--- src/rtl/servo_ramp_scheduler_if.sv ---
// APB3 bus bundle between the processor fabric and the servo ramp scheduler.
// No latency of its own; it only groups wires.
// No backpressure: the slave drives PREADY high permanently.
interface servo_ramp_scheduler_if;
    logic        PSEL;
    logic        PENABLE;
    logic        PWRITE;
    logic [31:0] PADDR;
    logic [31:0] PWDATA;
    logic [31:0] PRDATA;
    logic        PREADY;
    logic        PSLVERR;

    modport master (
        output PSEL, PENABLE, PWRITE, PADDR, PWDATA,
        input  PRDATA, PREADY, PSLVERR
    );

    modport slave (
        input  PSEL, PENABLE, PWRITE, PADDR, PWDATA,
        output PRDATA, PREADY, PSLVERR
    );
endinterface

--- src/rtl/servo_ramp_scheduler.sv ---
// Slews x/y servo pulse widths toward software targets by a fixed step once per PWM frame.
// Latency: frame tick in T, x step in T+1, y step in T+2, widths and width_update appear in T+3.
// No backpressure: APB completes in zero wait states and width_update is a fire-and-forget strobe.
module servo_ramp_scheduler #(
    parameter int unsigned FRAME_CYCLES = 2000000,
    parameter int unsigned MIN_WIDTH    = 100000,
    parameter int unsigned MAX_WIDTH    = 200000,
    parameter int unsigned RESET_WIDTH  = 150000,
    parameter int unsigned DEFAULT_STEP = 1000
) (
    input  logic                        PCLK,
    input  logic                        PRESET,
    servo_ramp_scheduler_if.slave       apb,
    output logic [31:0]                 x_width,
    output logic [31:0]                 y_width,
    output logic                        width_update,
    output logic                        busy,
    output logic                        irq_done
);

    localparam int CW = (FRAME_CYCLES > 1) ? $clog2(FRAME_CYCLES) : 1;
    localparam logic [CW-1:0] LAST_COUNT = CW'(FRAME_CYCLES - 1);
    localparam logic [31:0] MIN_W   = 32'(MIN_WIDTH);
    localparam logic [31:0] MAX_W   = 32'(MAX_WIDTH);
    localparam logic [31:0] RESET_W = 32'(RESET_WIDTH);
    localparam logic [31:0] RESET_S = 32'(DEFAULT_STEP);

    localparam logic [12:0] ADDR_X_TARGET = 13'h100;
    localparam logic [12:0] ADDR_Y_TARGET = 13'h104;
    localparam logic [12:0] ADDR_STEP     = 13'h108;
    localparam logic [12:0] ADDR_CTRL     = 13'h10C;
    localparam logic [12:0] ADDR_X_WIDTH  = 13'h110;
    localparam logic [12:0] ADDR_Y_WIDTH  = 13'h114;

    typedef enum logic [2:0] {
        IDLE,
        WAIT_FRAME,
        STEP_X,
        STEP_Y,
        PUBLISH
    } state_t;

    state_t        state;
    logic [CW-1:0] frame_cnt;
    logic          tick;
    logic [31:0]   x_target;
    logic [31:0]   y_target;
    logic [31:0]   step;
    logic          enable;
    logic [31:0]   x_work;
    logic [31:0]   y_work;
    logic [31:0]   x_next;
    logic [31:0]   y_next;
    logic [12:0]   addr;
    logic          wr_en;
    logic          irq_clr;
    logic          unused_addr_bits;

    // Keep any stored target inside the mechanically safe pulse range.
    function automatic logic [31:0] clamp_width(input logic [31:0] v);
        if (v < MIN_W) begin
            return MIN_W;
        end else if (v > MAX_W) begin
            return MAX_W;
        end
        return v;
    endfunction

    // One slew step: land on target when close enough (or step is zero), else move by step.
    // The 33-bit signed difference keeps the direction test free of wraparound.
    function automatic logic [31:0] slew(input logic [31:0] cur,
                                         input logic [31:0] tgt,
                                         input logic [31:0] stp);
        logic signed [32:0] diff;
        logic        [32:0] mag;
        diff = $signed({1'b0, tgt}) - $signed({1'b0, cur});
        mag  = diff[32] ? 33'(-diff) : 33'(diff);
        if ((stp == 32'd0) || (mag <= {1'b0, stp})) begin
            return tgt;
        end else if (diff[32]) begin
            return cur - stp;
        end
        return cur + stp;
    endfunction

    assign addr             = apb.PADDR[12:0];
    assign unused_addr_bits = ^apb.PADDR[31:13];
    assign wr_en            = apb.PSEL & apb.PENABLE & apb.PWRITE;
    assign irq_clr          = wr_en && (addr == ADDR_CTRL) && apb.PWDATA[1];
    assign tick             = (frame_cnt == LAST_COUNT);
    assign x_next           = slew(x_work, x_target, step);
    assign y_next           = slew(y_work, y_target, step);
    assign busy             = (state != IDLE);
    assign apb.PREADY       = 1'b1;
    assign apb.PSLVERR      = 1'b0;

    // Free-running frame counter aligned to the PWM generator period.
    always_ff @(posedge PCLK or posedge PRESET) begin
        if (PRESET) begin
            frame_cnt <= '0;
        end else if (tick) begin
            frame_cnt <= '0;
        end else begin
            frame_cnt <= frame_cnt + 1'b1;
        end
    end

    // Software-visible configuration registers; a target written while stepping is seen next frame.
    always_ff @(posedge PCLK or posedge PRESET) begin
        if (PRESET) begin
            x_target <= RESET_W;
            y_target <= RESET_W;
            step     <= RESET_S;
            enable   <= 1'b0;
        end else if (wr_en) begin
            case (addr)
                ADDR_X_TARGET: x_target <= clamp_width(apb.PWDATA);
                ADDR_Y_TARGET: y_target <= clamp_width(apb.PWDATA);
                ADDR_STEP:     step     <= apb.PWDATA;
                ADDR_CTRL:     enable   <= apb.PWDATA[0];
                default:       ;
            endcase
        end
    end

    // Ramp sequencer: one x step and one y step per frame, then a single publish cycle.
    always_ff @(posedge PCLK or posedge PRESET) begin
        if (PRESET) begin
            state        <= IDLE;
            x_work       <= RESET_W;
            y_work       <= RESET_W;
            x_width      <= RESET_W;
            y_width      <= RESET_W;
            width_update <= 1'b0;
            irq_done     <= 1'b0;
        end else begin
            width_update <= 1'b0;
            // A completing publish below overrides this clear in the same cycle.
            if (irq_clr) begin
                irq_done <= 1'b0;
            end
            case (state)
                IDLE: begin
                    if (enable && ((x_work != x_target) || (y_work != y_target))) begin
                        state <= WAIT_FRAME;
                    end
                end
                WAIT_FRAME: begin
                    if (!enable) begin
                        state <= IDLE;
                    end else if (tick) begin
                        state <= STEP_X;
                    end
                end
                STEP_X: begin
                    x_work <= x_next;
                    state  <= STEP_Y;
                end
                STEP_Y: begin
                    y_work       <= y_next;
                    x_width      <= x_work;
                    y_width      <= y_next;
                    width_update <= 1'b1;
                    state        <= PUBLISH;
                end
                PUBLISH: begin
                    if ((x_work == x_target) && (y_work == y_target)) begin
                        irq_done <= 1'b1;
                        state    <= IDLE;
                    end else if (enable) begin
                        state <= WAIT_FRAME;
                    end else begin
                        state <= IDLE;
                    end
                end
                default: state <= IDLE;
            endcase
        end
    end

    // Combinational read mux; unmapped addresses and non-read cycles return zero.
    always_comb begin
        apb.PRDATA = 32'd0;
        if (apb.PSEL && !apb.PWRITE) begin
            case (addr)
                ADDR_X_TARGET: apb.PRDATA = x_target;
                ADDR_Y_TARGET: apb.PRDATA = y_target;
                ADDR_STEP:     apb.PRDATA = step;
                ADDR_CTRL:     apb.PRDATA = {29'd0, busy, irq_done, enable};
                ADDR_X_WIDTH:  apb.PRDATA = x_width;
                ADDR_Y_WIDTH:  apb.PRDATA = y_width;
                default:       apb.PRDATA = 32'd0;
            endcase
        end
    end

endmodule

--- src/flat_wrapper.sv ---
// flat-port wrapper written by rule: the top's interface ports become plain ports
module servo_ramp_scheduler_flat 
#(
    parameter int unsigned FRAME_CYCLES = 2000000,
    parameter int unsigned MIN_WIDTH    = 100000,
    parameter int unsigned MAX_WIDTH    = 200000,
    parameter int unsigned RESET_WIDTH  = 150000,
    parameter int unsigned DEFAULT_STEP = 1000
)
  (PCLK, PRESET, x_width, y_width, width_update, busy, irq_done, apb_PSEL, apb_PENABLE, apb_PWRITE, apb_PADDR, apb_PWDATA, apb_PRDATA, apb_PREADY, apb_PSLVERR);
  servo_ramp_scheduler_if apb_i ();
  input  logic PCLK;
  input  logic PRESET;
  output logic [31:0] x_width;
  output logic [31:0] y_width;
  output logic width_update;
  output logic busy;
  output logic irq_done;
  input wire logic [$bits(apb_i.PSEL)-1:0] apb_PSEL;
  input wire logic [$bits(apb_i.PENABLE)-1:0] apb_PENABLE;
  input wire logic [$bits(apb_i.PWRITE)-1:0] apb_PWRITE;
  input wire logic [$bits(apb_i.PADDR)-1:0] apb_PADDR;
  input wire logic [$bits(apb_i.PWDATA)-1:0] apb_PWDATA;
  output wire logic [$bits(apb_i.PRDATA)-1:0] apb_PRDATA;
  output wire logic [$bits(apb_i.PREADY)-1:0] apb_PREADY;
  output wire logic [$bits(apb_i.PSLVERR)-1:0] apb_PSLVERR;
  assign apb_i.PSEL = apb_PSEL;
  assign apb_i.PENABLE = apb_PENABLE;
  assign apb_i.PWRITE = apb_PWRITE;
  assign apb_i.PADDR = apb_PADDR;
  assign apb_i.PWDATA = apb_PWDATA;
  assign apb_PRDATA = apb_i.PRDATA;
  assign apb_PREADY = apb_i.PREADY;
  assign apb_PSLVERR = apb_i.PSLVERR;
  servo_ramp_scheduler #(.FRAME_CYCLES(FRAME_CYCLES), .MIN_WIDTH(MIN_WIDTH), .MAX_WIDTH(MAX_WIDTH), .RESET_WIDTH(RESET_WIDTH), .DEFAULT_STEP(DEFAULT_STEP)) u_core (.PCLK(PCLK), .PRESET(PRESET), .apb(apb_i), .x_width(x_width), .y_width(y_width), .width_update(width_update), .busy(busy), .irq_done(irq_done));
endmodule
--- config.mk ---
export PLATFORM = sky130hd
export DESIGN_NAME = servo_ramp_scheduler_flat
export DESIGN_NICKNAME = d
export VERILOG_FILES = /design/src/rtl/servo_ramp_scheduler_if.sv /design/src/rtl/servo_ramp_scheduler.sv /design/src/flat_wrapper.sv
export SDC_FILE = /design/constraint.sdc
export NUM_CORES = 1
export LEC_CHECK = 0
export BUFFER_PORTS_ARGS = -buffer_cell sky130_fd_sc_hd__buf_2
export CAP_MARGIN = 5
export CORE_UTILIZATION = 40
export CTS_CLUSTER_SIZE = 10
export DETAILED_ROUTE_END_ITERATION = 10
export GPL_ROUTABILITY_DRIVEN = 0
export PLACE_DENSITY = 0.61
export SYNTH_ARGS = -nofsm -noshare
export SYNTH_HDL_FRONTEND = slang
export SYNTH_SLANG_ARGS = --single-unit
--- constraint.sdc ---
create_clock -name PCLK -period 6.3 [get_ports PCLK]
set_clock_uncertainty 0.15 [all_clocks]
set_input_delay 0.315 -clock PCLK [delete_from_list [all_inputs] [get_ports PCLK]]
set_output_delay 0.315 -clock PCLK [all_outputs]
set_load 0.01 [all_outputs]
---- Word-level counts from Yosys, hierarchy flattened ----
Index checks and enable logic that the tools add are counted.
word-level totals
  bits in registers ....................... 219
  input bits .............................. 69
  output and inout port bits .............. 101
  word-level logic and storage cells ...... 95
cells by class
  add/subtract/negate cells ............... 9
  $lt $le $gt $ge ......................... 4
  equality and inequality tests ........... 17
  muxes and demuxes ....................... 35
  bitwise operators ....................... 2
  reductions and logical operators ........ 17
operators by type and width
  kind                   number
  $mux 32                11
  $pmux 32 s6            1
  $eq 13x9->1 const B    6
  $le 33x32->1           2
  $mux 33                2
  $neg 33->33            2
  $sub 32x32->33         2
  $add 32x32->32         2
  $eq 32x32->1           2
  $ne 32x32->1           2
  $sub 32x32->32         2
  $gt 32x18->1 const B   1
  $logic_not 32->1       1
  $lt 32x17->1 const B   1
  $add 21x1->21 const B  1
  $eq 21x21->1 const B   1
  $mux 21                1
  $mux 1                 15
  $pmux 3 s5             1
  $mux 3                 4
  $reduce_and 2->1       5
  $eq 3x2->1 const B     2
  $logic_and 1x1->1      5
  $eq 3x1->1 const B     1
  8 further kinds        11

---- Longest topological paths before layout ----
  depth in word-level cells ............... 7
  gate-level depth with buffers ........... 28
  mapped depth without buffers ............ 27

---- Worst setup path after synthesis ----
No wires, ideal clock.
  kind .................................... reg2reg
  from .................................... register u_core.x_work[0]
  to ...................................... register u_core.x_work[14]
  arrival time ............................ 5.993 ns
  required time ........................... 6.068 ns
  slack ................................... 0.075 ns
  cell stages (with the launch flop) ...... 26
  buffers on the path ..................... 5
  path through ............................ dfrtp_1 ha_1 fa_1 nand2b_1 a211oi_1 o21ai_1 a21oi_1 a211o_1 a21bo_2 clkbuf_1 buf_1 buf_1 a21oi_1 xnor2_1 ha_1 nand4_1 or2_2 nor3b_1 nor4_1 a221o_1 a21oi_1 and2_1 clkbuf_1 clkbuf_1 a221oi_1 a22oi_1
on the way
  word-level cells in the longest chain between the ends .. 7
  elaborated cells on any way between the ends .. 12
  classes of those cells .................. add/sub (4); order compare (1); mux (6); reduce/logical (1)
RTL lines
  element                            line                         text
  start: declaration                 servo_ramp_scheduler.sv:50   logic [31:0] x_work;
  start signal: assignment           servo_ramp_scheduler.sv:156  x_work <= x_next;
  $sub 32x32->33                     servo_ramp_scheduler.sv:76   diff = $signed({1'b0, tgt}) - $signed({1'b0, cur});
  $neg 33->33                        servo_ramp_scheduler.sv:77   mag = diff[32] ? 33'(-diff) : 33'(diff);
  $mux 33                            servo_ramp_scheduler.sv:77
  $le 33x32->1                       servo_ramp_scheduler.sv:78   if ((stp == 32'd0) || (mag <= {1'b0, stp})) begin
  $logic_or 1x1->1                   servo_ramp_scheduler.sv:78
  $mux 32 or $mux 1 (tied branches)  servo_ramp_scheduler.sv:78
  $mux 32 *                          servo_ramp_scheduler.sv:83   return cur + stp;
Mark *: on every way between the ends. The rest lies on a longest branch, timed or not. The select of a mux whose other input is x is not followed.
A chain may end at the register's enable or synchronous reset.

---- Worst setup path in the final report ----
  from .................................... register u_core.x_work[7]
  to ...................................... register u_core.x_work[13]
Same word-level chain as after synthesis.

==> summary by stage <==
Clock tree
The clock input transition at the sequential cells of the worst setup and hold paths is 60 ps. The clock buffer count from CTS is 28. TritonCTS built the clock tree. At the later pin of the worst-skew pair, clock insertion delay measures 580 ps. The master cell of the clock root buffer is clkbuf_16. The tree built by TritonCTS fans out to 219 sinks. The clock tree buffer depth is 3. The maximum level of the CTS H-tree is 1.

Synthesis
The area of the mapped netlist is 0.0238 mm2. The number of standard cells after synthesis is 3062. The warning count from the yosys run is 0. When the netlist entered floorplanning its net count stood at 3392. Synthesis instantiated 103 different standard cells from the library. Each instance of the synthesized netlist takes up on average 7.78 um2. For this run, the leading register cell type out of synthesis is dfrtp_1. In the synthesized netlist the async set-or-reset flop fraction comes to 1.00.

The synthesized design contains 0 enable-type register cells. The fraction of the yosys area taken by sequential cells is 0.232. The synthesis-stage register bit count is 219.

Cells and area
The final net count is 3618. The number of fill cells in the layout is 5835. The leading cell type in the layout, fill and taps excluded is a21oi_1. Of the cells placed in the final design, the portion with a size suffix greater than 1 is 0.158. Once layout is complete, the utilization of the core stands at 0.476.

From synthesis to final layout, the design area changed by 17.7%. Summing all non-filler instances in the final layout gives an area of 0.0280 mm2. The count of antenna diodes in the layout is 0. The library cells used most frequently in the layout, excluding fill and tap cells, are a21oi_1 (274), nand2_1 (269), nor2_1 (252), ha_1 (248), o21ai_0 (206).

Floorplanning
The die outline width is 246 um. The die height is 246 um. The initial utilization of the core area, before any placement, comes to 0.404. The row count is 89. The full die area is 0.0605 mm2. The area of the core region is 0.0589 mm2.

170 I/O pins were placed.

Critical path
The worst register-to-register path ends at u_core.x_work[13]. The worst path arrival time is 6420 ps. In this run the worst path has a maximum fanout of 9. In this run the critical register-to-register path is launched from u_core.x_work[7].

The startpoint class of the critical path is a flop. The critical path ends at u_core.x_work[13]. Tracing the worst setup path back leads to its startpoint at u_core.x_work[7]. For the worst flop-to-flop path, the logic depth is 27. The stage delay of the slowest cell on the critical path is 570 ps.

The required time at the endpoint of the critical path is 6650 ps. The nature of the critical path endpoint is a flop. Counting stages on the worst path, the most repeated cell is buf_4. The slowest stage of the critical path is the dfstp_2 cell. The worst setup path is of the reg2reg kind. Setup slack on the worst reg-to-reg path comes out at 220 ps.

GRT
Entering global routing, the biggest net connects 144 pins. For this run the aggregate overflow at the end of global routing stands at 0. Across every metal layer, demand over resource in global routing totals 0.279.

The number of antenna violations at the first check in global routing came to 1. The number of global-route vias before repair is 22900. The first global-routing pass estimated 133000 um of wire.

Power
For this design the static power due to leakage is 0.0131 uW. The internal portion of the total power is 2480 uW. The total net switching power is 789 uW.

The clock network fraction of design power is 0.518. The share of total power dissipated in sequential elements is 0.431. Of the total power, combinational logic draws 0.051. The worst voltage drop across the vdd grid is 181 uV. In this run the power density over the cells is 117 mW/mm2. The proportion of total power due to net switching is 0.241. The total chip power is 3270 uW.

Route
The detail route stage leaves a number of antenna-violating nets equal to 0. In the routed design, unresolved DRC markers number 0. The violation count after the first detailed-routing iteration is 2591. After detailed routing, the average wire length per cell comes to 21.5 um. The final route contains 24400 vias. For this run, the detailed router's first-pass iteration total came to 8. The routed design has 87700 um of wire. The via-per-instance ratio is 5.98.

Job
Max-cap violations in this run came to 0.

Placed design
Buffers placed on the I/O ports in this run total 148. The HPWL after detailed placement is 67800 um. The post-placement cell area is 0.0262 mm2. The pre-CTS worst setup slack is -67.4 ps.

Timing
The transition time at the pin with the least slew margin is 1180 ps. The post-route minimum period is 6080 ps. Of the available clock period, the critical path in the final layout requires 0.964.

The maximum achievable frequency is 0.165 GHz. The headroom to the max-slew limit is 0.210. Setup violations remaining at the end of the flow were counted as 0.

Setup repair after global routing could not meet its margin everywhere. The hold slack is 65.5 ps. The hold violation count in the final report is 0. The count of final max-slew check failures is 0. Setup slack closes at 224 ps.

Worst hold path
In this run the worst hold path is classified as in2reg.

Run status
The flow ran to the end, and the final reports show no timing, DRC or antenna violations.
[cell families after synthesis]
family                     share of synthesized area
AOI/OAI and AO/OA                              0.269
xor gates and xnor gates                      0.0728
adders and majority gates                      0.139
buffers and inverters                         0.0560
DFF                                            0.232
muxes                                         0.0266
other                                       0.000315
and+or+nand+nor                                0.204
[synthesized netlist by cell type (all sizes together), types with 30 or more instances]
master | instances | area, um2
a22o | 30 | 263
nor2b | 47 | 294
nand2 | 271 | 1020
a31oi | 31 | 200
dfrtp | 173 | 4330
nor3 | 82 | 425
dfstp | 46 | 1210
a21oi | 283 | 1430
a21o | 52 | 390
xor2 | 60 | 526
nor2 | 256 | 961
a22oi | 33 | 258
nand3 | 79 | 395
clkbuf | 134 | 503
ha | 255 | 3190
mux2i | 60 | 601
o21ai | 251 | 1260
nor4 | 36 | 262
nand2b | 40 | 250
nand4 | 39 | 244
inv | 182 | 683
o21a | 30 | 225
a211oi | 33 | 248
xnor2 | 138 | 1210
o21bai | 35 | 263
and2 | 44 | 275
[power groups by stage]
| stage | Clock (uW) | Combinational [uW] | Sequential (uW) |
|---|---|---|---|
| after detailed placement | 0 | 143 | 1430 |
| after CTS | 1710 | 160 | 1410 |
| final | 1700 | 167 | 1410 |
| after global routing | 1760 | 180 | 1410 |
| after floorplan | 0 | 81.2 | 1430 |
| after global placement | 0 | 143 | 1430 |
[worst min-delay path by stage]
stage / to / start / slack, ps / cells after the start
after floorplan: u_core.step[3] / apb_PWDATA[3] / 270 / 2
after global placement: u_core.frame_cnt[6] / u_core.frame_cnt[6] / 310 / 1
after detailed placement: u_core.frame_cnt[6] / u_core.frame_cnt[6] / 310 / 1
after CTS: u_core.irq_done / apb_PENABLE / 30 / 6
after global routing: u_core.irq_done / apb_PENABLE / 110 / 6
final: u_core.irq_done / apb_PENABLE / 70 / 6
[state kept, by name, summed over array words and instances (netlist names)]
signal and cells:
u_core.y_width 32, u_core.frame_cnt 21, u_core.x_target 32, u_core.x_work 32, u_core.enable 1, u_core.x_width 32
u_core.irq_done 1, u_core.state 3, u_core.y_target 32, u_core.step 32, u_core.width_update 1
[final cells by class]
| type | count | area (um2) | area share |
|---|---|---|---|
| Multi-Input combinational cell | 2501 | 17400 | 0.619 |
| Sequential cell | 219 | 5540 | 0.198 |
| Timing Repair Buffer | 355 | 2540 | 0.0907 |
| Tap cell | 773 | 967 | 0.0345 |
| Clock buffer | 45 | 785 | 0.0280 |
| Inverter | 183 | 691 | 0.0246 |
| Clock inverter | 7 | 149 | 0.00531 |
[timing repair]
action	in CTS	in global routing
hold buffers	33	0
cloned	0	5
gates resized for setup	6	67
pin swaps	1	16
hold endpoints to repair	89	0
setup buffers	1	11
setup endpoints to repair	27	64
[critical path: cells and delay by family, from the launching register on]
kind | cells | cell delay, ps
DFF | 1 | 570
and+or+nand+nor | 8 | 1590
buffers and inverters | 6 | 850
adders and majority gates | 2 | 580
muxes | 1 | 160
AOI/OAI and AO/OA | 9 | 1960
xor gates and xnor gates | 1 | 160
[routing by layer]
layer  track usage  wire [um]
met1         0.392      38500
met2         0.449      39800
met3        0.0265       6250
met4        0.0902       3170
met5             0          0
[metrics by stage]
step,instances,setup TNS (ps)
2_1_floorplan,3062,0
3_3_place_gp,3981,-73.2
3_5_place_dp,3981,-245
4_1_cts,4067,0
5_1_grt,4083,-51.2
6_report,4083,0
Power figures use the tool's default switching activity.
